$ cat src/rtl/bp_pkg.sv
// bp_pkg: shared branch-predictor types, defaults and 2-bit counter update rule.
package bp_pkg;
    typedef enum logic [1:0] {SNT = 2'b00, WNT = 2'b01, WT = 2'b11, ST = 2'b10} ctr_e;
    typedef enum logic {S_INIT, S_RUN} sched_state_e;
    localparam int PHT_DEPTH_DEF = 14;
    function automatic logic [1:0] next_counter(input logic [1:0] s, input logic t);
        return t ? (s == SNT ? WNT : s == WNT ? WT : ST)
                 : (s == ST ? WT : s == WT ? WNT : SNT);
    endfunction
endpackage

$ cat src/rtl/bp_upd_fifo.sv
// bp_upd_fifo: synchronous FIFO with occupancy count, simultaneous push/pop and flush.
// Ports: flush_i empties the queue; push_i/din_i enqueue; pop_i dequeues dout_o (head);
//        count_o is the occupancy, empty_o flags count_o == 0.
// The caller never pushes into a full queue unless it pops in the same cycle.
module bp_upd_fifo #(
    parameter int W = 15,
    parameter int DEPTH = 4,
    localparam int AW = $clog2(DEPTH)
) (
    input  logic          clk,
    input  logic          rst,
    input  logic          flush_i,
    input  logic          push_i,
    input  logic          pop_i,
    input  logic [W-1:0]  din_i,
    output logic [W-1:0]  dout_o,
    output logic [AW:0]   count_o,
    output logic          empty_o
);
    logic [W-1:0] mem_q [DEPTH];
    logic [AW-1:0] rp_q, wp_q;
    logic [AW:0] cnt_q;
    always_ff @(posedge clk) begin
        if (push_i) mem_q[wp_q] <= din_i;
    end
    always_ff @(posedge clk) begin
        if (rst || flush_i) begin
            rp_q <= '0;
            wp_q <= '0;
            cnt_q <= '0;
        end else begin
            wp_q <= wp_q + AW'(push_i);
            rp_q <= rp_q + AW'(pop_i);
            cnt_q <= cnt_q + (AW+1)'(push_i) - (AW+1)'(pop_i);
        end
    end
    assign dout_o = mem_q[rp_q];
    assign count_o = cnt_q;
    assign empty_o = cnt_q == '0;
endmodule

$ cat src/rtl/bp_pht_sched.sv
// bp_pht_sched: PHT controller - init sweep, shared read port, queued read-modify-write updates.
// Ports: lk_req/lk_index/lk_taken fetch lookup; upd_valid/upd_index/upd_taken M-stage updates;
//        clear_req re-init pulse; tbl_raddr/tbl_rdata read port; tbl_we/tbl_waddr/tbl_wdata
//        write port; init_done table valid; drop_cnt saturating count of dropped updates.
module bp_pht_sched
    import bp_pkg::*;
#(
    parameter int PHT_DEPTH = PHT_DEPTH_DEF,
    parameter int FIFO_DEPTH = 4,
    parameter logic [1:0] INIT_STATE = 2'b11
) (
    input  logic                 clk,
    input  logic                 rst,
    input  logic                 lk_req,
    input  logic [PHT_DEPTH-1:0] lk_index,
    output logic                 lk_taken,
    input  logic                 upd_valid,
    input  logic [PHT_DEPTH-1:0] upd_index,
    input  logic                 upd_taken,
    input  logic                 clear_req,
    output logic [PHT_DEPTH-1:0] tbl_raddr,
    input  logic [1:0]           tbl_rdata,
    output logic                 tbl_we,
    output logic [PHT_DEPTH-1:0] tbl_waddr,
    output logic [1:0]           tbl_wdata,
    output logic                 init_done,
    output logic [15:0]          drop_cnt
);
    localparam int CW = $clog2(FIFO_DEPTH) + 1;
    sched_state_e state_q, state_d;
    logic [PHT_DEPTH-1:0] cnt_q, cnt_d, s1_idx_q, s1_idx_d;
    logic s1_v_q, s1_v_d, s1_tk_q, s1_tk_d;
    logic [1:0] s1_ctr_q, s1_ctr_d, upd_wdata;
    logic [15:0] drop_q, drop_d;
    logic run, pop, acc, push, drop, empty;
    logic [PHT_DEPTH:0] head;
    logic [CW-1:0] count;

    assign run = state_q == S_RUN;
    assign pop = run & ~clear_req & ~empty & ~lk_req;
    assign acc = (count < CW'(FIFO_DEPTH)) | pop;
    assign push = run & ~clear_req & upd_valid & acc;
    assign drop = run & ~clear_req & upd_valid & ~acc;
    assign upd_wdata = next_counter(s1_ctr_q, s1_tk_q);

    bp_upd_fifo #(.W(PHT_DEPTH + 1), .DEPTH(FIFO_DEPTH)) u_fifo (
        .clk     (clk),
        .rst     (rst),
        .flush_i (run & clear_req),
        .push_i  (push),
        .pop_i   (pop),
        .din_i   ({upd_index, upd_taken}),
        .dout_o  (head),
        .count_o (count),
        .empty_o (empty)
    );

    always_ff @(posedge clk) begin
        if (rst) state_q <= S_INIT;
        else state_q <= state_d;
    end

    always_comb begin
        state_d = run ? (clear_req ? S_INIT : S_RUN) : (&cnt_q ? S_RUN : S_INIT);
    end

    always_comb begin
        tbl_we = ~rst & (run ? s1_v_q & ~clear_req : 1'b1);
        tbl_waddr = run ? s1_idx_q : cnt_q;
        tbl_wdata = run ? upd_wdata : INIT_STATE;
        tbl_raddr = (run & ~lk_req) ? head[PHT_DEPTH:1] : lk_index;
        lk_taken = lk_req & run & tbl_rdata[1];
        init_done = run;
    end

    // A pop reading the index S1 writes this cycle must see the new value, not the stale RAM data.
    always_comb begin
        cnt_d = run ? '0 : cnt_q + 1'b1;
        s1_v_d = pop;
        s1_idx_d = head[PHT_DEPTH:1];
        s1_tk_d = head[0];
        s1_ctr_d = (s1_v_q && s1_idx_q == head[PHT_DEPTH:1]) ? upd_wdata : tbl_rdata;
        drop_d = (drop && drop_q != 16'hFFFF) ? drop_q + 1'b1 : drop_q;
    end

    always_ff @(posedge clk) begin
        if (rst) begin
            cnt_q <= '0;
            s1_v_q <= 1'b0;
            drop_q <= '0;
        end else begin
            cnt_q <= cnt_d;
            s1_v_q <= s1_v_d;
            drop_q <= drop_d;
        end
        s1_idx_q <= s1_idx_d;
        s1_tk_q <= s1_tk_d;
        s1_ctr_q <= s1_ctr_d;
    end

    assign drop_cnt = drop_q;
endmodule
$ cat config.mk
export PLATFORM = sky130hd
export DESIGN_NAME = bp_pht_sched
export DESIGN_NICKNAME = d
export VERILOG_FILES = /design/src/rtl/bp_pkg.sv /design/src/rtl/bp_upd_fifo.sv /design/src/rtl/bp_pht_sched.sv
export SDC_FILE = /design/constraint.sdc
export NUM_CORES = 1
export LEC_CHECK = 0
export CORE_UTILIZATION = 55
export CTS_BUF_LIST = sky130_fd_sc_hd__clkbuf_4 sky130_fd_sc_hd__clkbuf_8
export CTS_CLUSTER_DIAMETER = 40
export DETAILED_ROUTE_END_ITERATION = 12
export PLACE_DENSITY_LB_ADDON = 0.3
export SLEW_MARGIN = 20
export SYNTH_ARGS = -nofsm -noshare
export SYNTH_HDL_FRONTEND = slang
export SYNTH_SLANG_ARGS = --single-unit
$ cat constraint.sdc
create_clock -name clk -period 3.05 [get_ports clk]
set_input_delay 0.61 -clock clk [delete_from_list [all_inputs] [get_ports clk]]
set_output_delay 0.61 -clock clk [all_outputs]
set_load 0.05 [all_outputs]
* After elaboration in Yosys (flattened, before gate mapping)
Memories as Yosys holds them, arrays and structs flattened. A register that Yosys moved wholly into a read port is not among the register bits. Cells that the tools add are included.
Storage, ports and cells: bits in registers 56, word-level logic and storage cells 64, input bits 36, output and inout port bits 49, memories 1, bits in writable memories 60
Memory list:
- u_fifo.mem_q | depth 4, bits a word 15, rd ports 1, clocked after memory_dff 1, write ports 1, line bp_upd_fifo.sv:20 | logic [W-1:0] mem_q [DEPTH];
Cells by class: reduce and logical (&&, ||, !) cells 7, $add $sub $neg 6, multiplexer cells 16, bitwise gates (word level) 18, equal/unequal tests 5, magnitude comparators 1
Operators by type and width (count):
- 2-to-1 mux 14 bit | 2
- adder 16 x 1 -> 16 bit, second input constant | 1
- != test 16 bit, second input constant | 1
- adder 14 x 1 -> 14 bit, second input constant | 1
- == test 14 bit | 1
- AND reduction 14 bit | 1
- bitwise AND 1 bit | 12
- 2-to-1 mux 2 bit | 6
- 2-to-1 mux 1 bit | 8
- inverter 1 bit | 5
- adder 2 x 1 -> 2 bit | 2
- == test 2 bit, second input constant | 2
- adder 3 x 1 -> 3 bit | 1
- logical NOT 3 bit | 1
- less-than comparator 3 bit, second input constant | 1
- subtractor 3 x 1 -> 3 bit | 1
- == test 2 x 1 -> 1 bit, second input constant | 1
- logical AND 1 bit | 2
- logical NOT 2 bit | 1
- OR reduction 2 bit | 1
- logical OR 1 bit | 1
- OR 1 bit | 1

* Logic depth before layout (Yosys ltp)
depth in word-level cells 8, gate-level depth with buffers 11, depth with buffers taken out 9

* By module
From an unflattened synthesis, not the netlist that was laid out.
Second synthesis, totals: cell total of the unflattened synthesis 370, area total of the unflattened synthesis 4982.3 um^2
By module, submodules not included:
- bp_upd_fifo | sequential area each 1941.9 um^2, times used 1, area each 2541.2 um^2, cells an instance 111
- bp_pht_sched | sequential area each 980.9 um^2, times used 1, area each 2441.1 um^2, cells an instance 259

* Worst setup path after synthesis
OpenSTA, ideal clock, no wires.
kind reg-to-reg, from register state_q, in the netlist init_done, to memory u_fifo.mem_q[0][0], enable pin, path slack 0.158 ns, data arrival time 2.482 ns, library setup time 0.409 ns, data required time 2.641 ns, cell stages (with the launch flop) 4, buffers on the path 0, clock period less this slack 2.892 ns, cell sequence dfxtp_1 and3b_1 a21boi_1 nor3b_1
Between the ends: word-level cells in the longest chain between the ends 7, elaborated cells on any way between the ends 8, those cells by class mux (2); bitwise (6)
RTL lines:
- start: declaration | line bp_pht_sched.sv:30 | sched_state_e state_q, state_d;
- start signal: assignment | line bp_pht_sched.sv:60 | else state_q <= state_d;
- bitwise AND 1 bit * | line bp_pht_sched.sv:40, bp_pht_sched.sv:42
- bitwise AND 1 bit (2 in a row) | line bp_pht_sched.sv:40 | assign pop = run & ~clear_req & ~empty & ~lk_req;
- OR 1 bit | line bp_pht_sched.sv:41 | assign acc = (count < CW'(FIFO_DEPTH)) | pop;
- bitwise AND 1 bit * | line bp_pht_sched.sv:42 | assign push = run & ~clear_req & upd_valid & acc;
- 2-to-1 mux 1 bit * | line bp_upd_fifo.sv:24 | if (push_i) mem_q[wp_q] <= din_i;
- 2-to-1 mux 1 bit (not written as such) * | line bp_upd_fifo.sv:24
- end: declaration | line bp_upd_fifo.sv:20
Mark *: on every way between the ends. The rest lies on a longest branch, timed or not.

* Final worst setup path
from register state_q, in the netlist init_done, to output tbl_wdata[0]
Between the ends: word-level cells in the longest chain between the ends 1
RTL lines:
- 2-to-1 mux 2 bit | line bp_pht_sched.sv:70 | tbl_wdata = run ? upd_wdata : INIT_STATE;
- end: declaration | line bp_pht_sched.sv:25 | output logic [1:0] tbl_wdata,
No other way between the ends.

==> impl_metrics.toml <==
[detailed_routing]
remaining_drc_errors = 0
drt_first_pass_iters = 6
routedWlPerCell_um = 16.49
vias_per_cell = 5.529
wirelength_um = 9842
drtAntennaViolNets = 0
vias = 3301
drt_iter0_markers = 118

[clock_tree]
ctsResizeCount = 0
clockBufferDepth = 2
root_buffer = "clkbuf_8"
cts_buffers = 17
cts_hold_buf = 0
cts_tree = "done"
clk_pin_slew_ns = 0.08
clk_latency_ns = 0.42
postCtsSetupRepairBufs = 0
clock-sinks = 116
h-tree-depth = 4

[synthesis]
synth_seq_cells = 116
synth_ff_type = "edfxtp_1"
ys_seq_area_frac = 0.5952
synth_largest_area_cell = "edfxtp_1"
synth_top_area_share = 0.3669
async_flop_share = 0
synth_edf_count = 60
yosysUniqueCellTypes = 46
syn_inst = 376
synth_area_leaders = "edfxtp_1 (37%), dfxtp_1 (23%), mux2_2 (6.2%), xnor2_1 (4.5%), mux4_2 (4.1%)"
syn_area_per_cell_um2 = 13.06
yosys_warnings = 0
syn_area_um2 = 4911
synth_nets = 419

[power]
power_density_nw_per_um2 = 495.2
total_power_w = 0.003106
peakVddDrop_v = 0.0003942
p_leak_nw = 2.239

[sta]
setup_violations = 0
finalCritPeriodShare = 0.9358
skew_ns = 0.009694
tns_ns = 0
min_period_ns = 2.854
slew_headroom = 0.4856
max_freq_ghz = 0.3504
rsz0062_at_grt = "no"
report.final.slew_viol_count = 0
fin_hold_ws_ns = 0.4677
hold_viol_final = 0
worstMarginPinSlew_ns = 0.7705

[final_layout]
layout-drive-gt1-share = 0.2025
syn2layout_area_growth_pct = 27.72
final_nets = 519
diodes = 0
final_cells = 597
fin_util = 0.7228
nFillCells = 616

[setup_path]
path_class = "reg2out"
cp_max_fo = 18
crit_required_ns = 2.44
cp-start-kind = "flop"
end_kind = "primary output"
cp.arrival_ns = 2.24

[die]
rows = 34
die_w_um = 96.50
core_area_um2 = 8678
die_h_um = 96.50
start_util = 0.5659
die_area_um2 = 9311
ios = 85

[run]
max_cap_viol_count = 0

[global_routing]
grt_max_degree = 23
grt_pass1_vias = 3094
grt_pass1_wl_um = 15330
grt_antenna_before_repair = 0
grt_remaining_overflow = 0
grt_util_all_layers = 0.2288

[worst_hold_path]
hold_path.class = "reg2reg"

[placement]
place_inst = 565
gp_congestion = 0.8011
hpwl_um = 6821
portBuffers = 84

[run_status]
outcome = "complete, no violations"
==> power by group <==
group | leakage, nW | switching, W | internal (W)
clock network | 0.182 | 0.000637 | 0.000662
registers | 0.997 | 0.00000476 | 0.00164
logic | 1.06 | 0.0000863 | 0.0000751
total | 2.24 | 0.000728 | 0.00238
==> cell usage in the layout (no fill, tap or decap), types with 13 or more instances in the layout <==
| cell type | n |
|---|---|
| clkdlybuf4s50_1 | 68 |
| nor2_1 | 37 |
| xor2_1 | 19 |
| mux2i_1 | 13 |
| buf_4 | 23 |
| dfxtp_1 | 56 |
| clkbuf_8 | 17 |
| xnor2_1 | 25 |
| edfxtp_1 | 60 |
| mux2_2 | 27 |
==> state kept, by name (all words and copies together) (netlist names) <==
register	flops
u_fifo.mem_q	60
drop_cnt	16
cnt_q	14
s1_idx_q	14
u_fifo.count_o	3
s1_ctr_q	2
u_fifo.rp_q	2
u_fifo.wp_q	2
init_done	1
s1_tk_q	1
s1_v_q	1
==> path summary, 6_finish.rpt <==
check,startpoint,to,slack (ns),cells after the start
max,init_done,tbl_wdata[0],0.20,4
min,cnt_q[0],cnt_q[0],0.47,1
max reg2reg,u_fifo.rp_q[1],s1_ctr_q[0],0.45,5
min reg2reg,cnt_q[0],cnt_q[0],0.47,1
==> stage by stage <==
| stage | worst slack [ns] | area, µm² |
|---|---|---|
| after floorplan | 0.1583 | 4911 |
| final | 0.1960 | 6272 |
| after CTS | 0.1519 | 6272 |
| after detailed placement | 0.2243 | 5903 |
| after global routing | 0.1011 | 6272 |
| after global placement | 0.3302 | 5903 |
==> cell type report <==
class / count / area [µm²] / share of cell area
flip-flops and latches: 116 / 2923 / 0.4660
clock inverters: 14 / 127.6 / 0.02035
well taps: 108 / 135.1 / 0.02154
inverters: 10 / 37.54 / 0.005984
multi-input cells: 237 / 1894 / 0.3020
clock buffers: 18 / 241.5 / 0.03850
repair buffers: 94 / 913.4 / 0.1456
==> cell usage after synthesis (2+ instances only) <==
library cell / n
a21oi_1: 11
nor2_1: 37
nand4_1: 9
nor4_1: 2
nand3_1: 12
nand2b_1: 3
edfxtp_1: 60
inv_1: 10
and3b_1: 2
or3_1: 5
buf_1: 3
clkbuf_1: 7
mux4_2: 9
mux2_2: 27
xnor2_1: 25
xor2_1: 19
mux2i_1: 13
dfxtp_1: 56
and3_1: 8
ha_1: 6
mux2_1: 3
nand2_1: 11
and2_1: 5
nor3_1: 2
o21ai_0: 7
and4_1: 4
==> critical path, cell delays in order (launching register included) <==
cell,delay [ns]
dfxtp_1,0.56
buf_12,0.20
inv_1,0.07
or2_2,0.29
clkdlybuf4s50_1,0.72
==> metal layers <==
metal  global-route usage  part of all wire  vias up  wire, µm
met2               0.3762              0.50       95      4926
met1               0.2875              0.44     1615      4296
met5                    0                 0        -         0
met3              0.06573             0.046       15       455
met4              0.08578             0.017        0       163
li1                     -                 -     1576         -
==> cells by family after synthesis <==
| logic type | after synthesis | share of synthesized area |
|---|---|---|
| AO/OA/AOI/OAI | 28 | 0.03516 |
| XOR/XNOR | 44 | 0.07847 |
| adder cells (fa/ha/maj) | 7 | 0.01936 |
| buffers and inverters | 23 | 0.02013 |
| flip-flops | 116 | 0.5952 |
| multiplexers | 53 | 0.1396 |
| AND/OR/NAND/NOR | 105 | 0.1121 |
Note: power is estimated with default switching activity, not from simulation.
